[config.mk]
export PLATFORM = sky130hd
export DESIGN_NAME = btn_input_ctrl
export DESIGN_NICKNAME = d
export VERILOG_FILES = /design/src/rtl/btn_input_ctrl.sv
export SDC_FILE = /design/constraint.sdc
export NUM_CORES = 1
export LEC_CHECK = 0
export CAP_MARGIN = 30
export CORE_UTILIZATION = 53
export DETAILED_ROUTE_END_ITERATION = 10
export GPL_TIMING_DRIVEN = 0
export PLACE_DENSITY_LB_ADDON = 0.05
export SLEW_MARGIN = 15
export SYNTH_ARGS = -nofsm -noshare
export SYNTH_HDL_FRONTEND = slang
export SYNTH_SLANG_ARGS = --single-unit
[constraint.sdc]
create_clock -name Clk -period 1.85 [get_ports Clk]
set_input_delay 0.2775 -clock Clk [delete_from_list [all_inputs] [get_ports Clk]]
set_output_delay 0.2775 -clock Clk [all_outputs]
set_load 0.01 [all_outputs]
[src/rtl/btn_input_ctrl.sv]
// Debounced multi-channel button front end with press/release edges
// and per-channel auto-repeat.
//
// Ports:
//   Clk      - rising-edge clock
//   Rst      - synchronous active-high reset
//   Btn      - raw asynchronous button pins (polarity per ACTIVE_LOW)
//   RepeatEn - per-channel auto-repeat enable
//   Level    - debounced pressed state, 1 = pressed
//   Press    - one-cycle pulse on the first pressed cycle
//   Release  - one-cycle pulse on the first released cycle
//   Fire     - Press OR auto-repeat pulse
module btn_input_ctrl #(
  parameter int N_BTN        = 4,
  parameter int DEB_CYCLES   = 4,
  parameter int REPEAT_DELAY = 16,
  parameter int REPEAT_RATE  = 8,
  parameter int ACTIVE_LOW   = 1
) (
  input  logic             Clk,
  input  logic             Rst,
  input  logic [N_BTN-1:0] Btn,
  input  logic [N_BTN-1:0] RepeatEn,
  output logic [N_BTN-1:0] Level,
  output logic [N_BTN-1:0] Press,
  output logic [N_BTN-1:0] Release,
  output logic [N_BTN-1:0] Fire
);

  localparam int DW   = $clog2(DEB_CYCLES + 1);
  localparam int HMAX = (REPEAT_DELAY > REPEAT_RATE) ?
                        REPEAT_DELAY : REPEAT_RATE;
  localparam int HW   = $clog2(HMAX + 1);

  localparam logic [DW-1:0] DEB_LAST = DW'(DEB_CYCLES - 1);
  localparam logic [HW-1:0] RD_LAST  = HW'(REPEAT_DELAY - 1);
  localparam logic [HW-1:0] RR_LAST  = HW'(REPEAT_RATE - 1);

  // Pin value of a released button.
  localparam logic [N_BTN-1:0] REL_V = {N_BTN{ACTIVE_LOW != 0}};

  typedef enum logic [1:0] {
    IDLE      = 2'd0,
    HOLD_WAIT = 2'd1,
    REPEATING = 2'd2
  } state_t;

  logic [N_BTN-1:0] r_s1;
  logic [N_BTN-1:0] r_s2;
  logic [N_BTN-1:0] r_level;
  logic [N_BTN-1:0] r_press;
  logic [N_BTN-1:0] r_rel;
  logic [N_BTN-1:0] r_fire;
  logic [DW-1:0]    r_deb  [N_BTN];
  logic [HW-1:0]    r_hold [N_BTN];
  state_t           r_st   [N_BTN];

  logic [N_BTN-1:0] w_pressed;
  logic [N_BTN-1:0] w_diff;
  logic [N_BTN-1:0] w_tgl;
  logic [N_BTN-1:0] w_press_ev;
  logic [N_BTN-1:0] w_rel_ev;
  logic [N_BTN-1:0] w_rep;
  logic [HW-1:0]    w_hold_nxt [N_BTN];
  state_t           w_st_nxt   [N_BTN];

  assign w_pressed = r_s2 ^ REL_V;

  always_comb begin
    w_diff     = '0;
    w_tgl      = '0;
    w_press_ev = '0;
    w_rel_ev   = '0;
    for (int i = 0; i < N_BTN; i++) begin
      w_diff[i]     = w_pressed[i] != r_level[i];
      // The last differing sample flips Level on this edge.
      w_tgl[i]      = w_diff[i] && (r_deb[i] == DEB_LAST);
      w_press_ev[i] = w_tgl[i] && !r_level[i];
      w_rel_ev[i]   = w_tgl[i] && r_level[i];
    end
  end

  always_comb begin
    w_rep = '0;
    for (int i = 0; i < N_BTN; i++) begin
      w_st_nxt[i]   = r_st[i];
      w_hold_nxt[i] = r_hold[i];
      // Release wins over everything, so a repeat due now is dropped.
      if (w_rel_ev[i]) begin
        w_st_nxt[i]   = IDLE;
        w_hold_nxt[i] = '0;
      end else begin
        unique case (r_st[i])
          IDLE: begin
            if (w_press_ev[i]) begin
              w_st_nxt[i]   = HOLD_WAIT;
              w_hold_nxt[i] = '0;
            end
          end
          HOLD_WAIT: begin
            if (!RepeatEn[i]) begin
              w_hold_nxt[i] = '0;
            end else if (r_hold[i] == RD_LAST) begin
              w_rep[i]      = 1'b1;
              w_st_nxt[i]   = REPEATING;
              w_hold_nxt[i] = '0;
            end else begin
              w_hold_nxt[i] = r_hold[i] + 1'b1;
            end
          end
          REPEATING: begin
            if (!RepeatEn[i]) begin
              w_st_nxt[i]   = HOLD_WAIT;
              w_hold_nxt[i] = '0;
            end else if (r_hold[i] == RR_LAST) begin
              w_rep[i]      = 1'b1;
              w_hold_nxt[i] = '0;
            end else begin
              w_hold_nxt[i] = r_hold[i] + 1'b1;
            end
          end
          default: begin
            w_st_nxt[i]   = IDLE;
            w_hold_nxt[i] = '0;
          end
        endcase
      end
    end
  end

  always_ff @(posedge Clk) begin
    if (Rst) begin
      r_s1    <= REL_V;
      r_s2    <= REL_V;
      r_level <= '0;
      r_press <= '0;
      r_rel   <= '0;
      r_fire  <= '0;
      for (int i = 0; i < N_BTN; i++) begin
        r_deb[i]  <= '0;
        r_hold[i] <= '0;
        r_st[i]   <= IDLE;
      end
    end else begin
      r_s1    <= Btn;
      r_s2    <= r_s1;
      r_level <= r_level ^ w_tgl;
      r_press <= w_press_ev;
      r_rel   <= w_rel_ev;
      r_fire  <= w_press_ev | w_rep;
      for (int i = 0; i < N_BTN; i++) begin
        if (!w_diff[i] || w_tgl[i])
          r_deb[i] <= '0;
        else
          r_deb[i] <= r_deb[i] + 1'b1;
        r_hold[i] <= w_hold_nxt[i];
        r_st[i]   <= w_st_nxt[i];
      end
    end
  end

  assign Level   = r_level;
  assign Press   = r_press;
  assign Release = r_rel;
  assign Fire    = r_fire;

endmodule

Word-level counts from Yosys, hierarchy flattened:

Memories as Yosys holds them, arrays and structs flattened.
Index checks and enable logic that the tools add are counted.

* flip-flop bits (word level): 24
* memories: 3
* bits in writable memories: 40

* mux-type cells: 119
* reduce and logical (&&, ||, !) cells: 28
* bitwise logic cells: 19
* equal/unequal tests: 24
* $add $sub $neg: 8

Memories
* r_hold: words 4, width 5, rd ports 4, clocked after memory_dff 0, write ports 4, RTL line 55 `logic [HW-1:0] r_hold [N_BTN];`
* r_deb: words 4, width 3, rd ports 4, clocked after memory_dff 0, write ports 4, RTL line 54 `logic [DW-1:0] r_deb [N_BTN];`
* r_st: words 4, width 2, rd ports 4, clocked after memory_dff 0, write ports 4, RTL line 56 `state_t r_st [N_BTN];`

Operators with widths (number)
* $mux W5: 28
* $pmux W5 S3: 4
* $mux W2: 24
* $mux W1: 47
* $mux W3: 8
* $pmux W2 S3: 4
* $add A5 B1 Y5 const B: 4
* $eq A5 B3 Y1 const B: 4
* $eq A5 B4 Y1 const B: 4
* $or A1 B1 Y1: 16
* $add A3 B1 Y3 const B: 4
* $eq A3 B2 Y1 const B: 4
* $logic_and A1 B1 Y1: 12
* $eq A2 B1 Y1 const B: 4
* $eq A2 B2 Y1 const B: 4
* $logic_not A1 Y1: 8
* $logic_not A2 Y1: 4
* $pmux W1 S2: 4
* $logic_or A1 B1 Y1: 4
* $ne A1 B1 Y1: 4
* $not A4 Y4: 1
* $or A4 B4 Y4: 1
* $xor A4 B4 Y4: 1

Longest topological paths before layout:

* depth in word-level cells: 9
* gate-level depth with buffers: 10
* depth with buffers taken out: 9

Least setup slack after synthesis:

No wires, ideal clock.

* kind: flip-flop to flip-flop
* start: memory r_deb[2][0] (netlist bit)
* end: memory r_hold[2][2] (netlist bit)
* arrival: 1.886 ns
* setup time: 0.066 ns
* setup slack: -0.102 ns
* clock period less this slack: 1.952 ns
* stages on the path, launching flop included: 11
* required time: 1.784 ns
* path through: edfxtp_1 ha_1 ha_1 inv_1 nor2_1 ha_1 nor2b_4 buf_6 or3b_1 a211o_1 a21boi_2

RTL lines (RTL line)
* start: declaration: 54
* end: declaration: 55

==> results.txt <==
Most frequent cells after synthesis = 52 x dfxtp_1, 44 x ha_1, 41 x nor2_1
DRC Markers = 0
Layout overhead on the synthesized area = 33.0%
Status = finished, violations left
Largest area contributor in the netlist = dfxtp_1
Fin. max-slew vios = 0
Clock power frac = 0.293
CP dominant cell by count = ha_4
Cell area power density = 865 mW/mm^2
Hold Path Origin = RepeatEn[0]
Slowest CP cell = edfxtp_1
1st-pass router iterations = 4
Final setup skew = 7.79 ps
Syn. warnings = 0
Synth cell types = 47
Pin count of the biggest net entering global routing = 11
Clk sink count = 64
CP Cell Sequence = ha_2 > ha_4 > inv_4 > nor2_4 > ha_4 > nor2b_4 > or3b_1 > a211o_1 > a21boi_1
H-tree lvl count = 3
Final Setup Violations = 3
Final ANT Viol Nets = 0
FF+latch count, synth = 64
Maximum fanout along the worst path = 2
Worst rel slew slack = 0.545
Max Cap Viol = 0
Ant diodes = 0
Unrepaired setup endpoints after global routing = yes
Die W = 83.3 um
Clock Pin Slew Worst Setup and Hold Paths = 70 ps
Post-synth top area share = 0.297
Worst setup EP type = flip-flop
Worst slew pin tran = 681 ps
Int Pwr = 2720 uW
Ports = 26
Iteration-0 DRC Markers = 75
Vias in the first global route = 2650
Sw Share = 0.325
Setup crit start = r_deb[0][0]
Drt wl/cell = 14.0 um
Top post-synthesis cells by area = dfxtp_1 30%, ha_1 16%, edfxtp_1 10%
Starting Density = 0.551
Routed vias = 2834
First-pass GRT wire length = 12000 um
Min setup slack post-route = -42.8 ps
Synthesized area = 0.00350 mm^2
Combinational Power Share = 0.320
DP HPWL = 4810 um
Drt total wl = 7320 um
TritonCTS buffer count = 9
Count leader, synth = dfxtp_1
Reg power frac = 0.387
Period utilization = 1.02
Core box area = 0.00635 mm^2
Total Routing Usage GR = 0.215
Worst Path Arrival = 2170 ps
Switching pwr = 1310 uW
Failing checks = negative setup slack
Leak pwr = 0.00175 uW
Hold Crit Class = input port to flip-flop
I/O Buffers = 23
Clk Tree Root Cell = clkbuf_8
Share of cells above drive strength 1 = 0.265
WHS = 401 ps
Syn Area/Cell = 9.41 um^2
Num rows = 29
Async SR Flop Fraction = 0
Die height = 83.3 um
Hold buffers post-CTS = 0
Clk Latency, worst-skew pair = 340 ps
Sequential element share of the synthesized area = 0.400
Initial antenna violation count = 0
Max Fclk = 528 MHz
Post-layout min period = 1890 ps
Worst EP required = 2130 ps
Total grt overflow = 0
Vias per cell = 5.43
VDD IR max = 0.526 mV
Post-synth EDFFs = 12
Place WS = -333 ps
RR Startpoint = r_deb[0][0]
RD Place Congestion = 0.794
Clock buffer depth = 2
Die area = 0.00693 mm^2
Startpoint types = flip-flop
CTS tree = done
Top_reg_cell synth = dfxtp_1
Max incr delay on CP = 380 ps
Syn Inst Count = 372
Endpoints failing hold = 0
Critical path class = flip-flop to flip-flop
Final nets = 494
## power groups by stage
stage               sequential [uW]  combinational, uW  clock, uW
finish                         1560               1290       1180
global route                   1570               1400       1270
floorplan                      1570                719          0
detailed placement             1590                912          0
global placement               1580                900          0
CTS                            1560               1100       1210
## flip-flops by register name, summed over array words and instances, names as in the netlist
name / flops
r_s2: 4
Press: 4
Fire: 4
Release: 4
r_s1: 4
Level: 4
r_deb: 12
r_st: 8
r_hold: 20
## cells in the final DEF, fill, tap and decap left out, types with 3 or more instances in the layout
cell type,n
dfxtp_1,48
inv_1,32
nor2_1,32
buf_4,24
nand2_1,22
ha_1,22
clkdlybuf4s50_1,22
nand3_1,16
edfxtp_1,12
conb_1,12
a32o_1,11
ha_4,11
ha_2,11
clkbuf_8,10
a21oi_1,9
nor2_4,8
nor2b_1,8
nor3_1,8
or2_2,8
mux2i_1,7
clkbuf_1,6
nand2b_1,6
a211o_1,6
o21ai_0,5
or3_1,5
nor2b_4,4
nand3b_1,4
a221oi_4,4
xnor2_1,4
xor2_1,3
inv_2,3
and4bb_2,3
and4_1,3
buf_2,3
nor4_1,3
a21boi_1,3
or3b_1,3
dfxtp_2,3
## per-stage QoR
| stage | power, uW | utilization | TNS, ps | instances | instance area (um^2) |
|---|---|---|---|---|---|
| floorplan | 2290 | - | -62.6 | 383 | 3550 |
| global placement | 2480 | 0.611 | -8830 | 483 | 3880 |
| detailed placement | 2500 | 0.611 | -9990 | 483 | 3880 |
| CTS | 3860 | 0.683 | -237 | 505 | 4340 |
| global route | 4240 | 0.733 | -1020 | 522 | 4650 |
| finish | 4030 | 0.733 | -62.8 | 522 | 4650 |
## kinds of logic (layout without fill, tap and decap cells)
group	after synthesis	after routing	synth area share
compound gates	58	58	0.131
buf+inv	48	110	0.0565
other cells	1	12	0.00107
mux	7	7	0.0200
xor+xnor	8	8	0.0200
fa+ha+maj	44	44	0.157
flops	64	64	0.400
simple gates	142	142	0.214
## routing by layer
metal / track usage / vias to the layer above / wire, um
met5: 0 / - / 0
met4: 0.0862 / 0 / 141
met3: 0.0457 / 13 / 187
met2: 0.356 / 36 / 3560
met1: 0.273 / 1356 / 3430
li1: - / 1429 / -
## timing repair
item / CTS / global route
endpoints found under the hold margin: 0 / 0
setup buffers: 7 / 19
setup endpoints to repair: 28 / 30
cloned: 0 / 0
gates resized for setup: 53 / 42
pin swaps: 17 / 27
## cell type report
class                      count  area (um^2)
fill                         491         1700
inverter                      36          138
clock buffer                  12          145
timing repair buffer          48          424
sequential                    64         1410
tap                           77         96.3
buffer                        10         61.3
clock inverter                 4         43.8
multi-input combinational    271         2340
## path summary, 6_finish.rpt
check	endpoint	slack (ps)	depth (start not counted)
max	r_hold[0][2]	-40	9
min	r_st[0][1]	400	4
max reg2reg	r_hold[0][2]	-40	9
min reg2reg	r_s2[2]	410	1
## critical path, delay by kind of cell (launching register included)
kind / cells / cell delay (ps)
buffers and inverters: 1 / 40
AND/OR/NAND/NOR: 3 / 520
AO/OA/AOI/OAI: 2 / 370
adder cells (fa/ha/maj): 3 / 510
flip-flops: 1 / 380
Power figures use the tool's default switching activity.
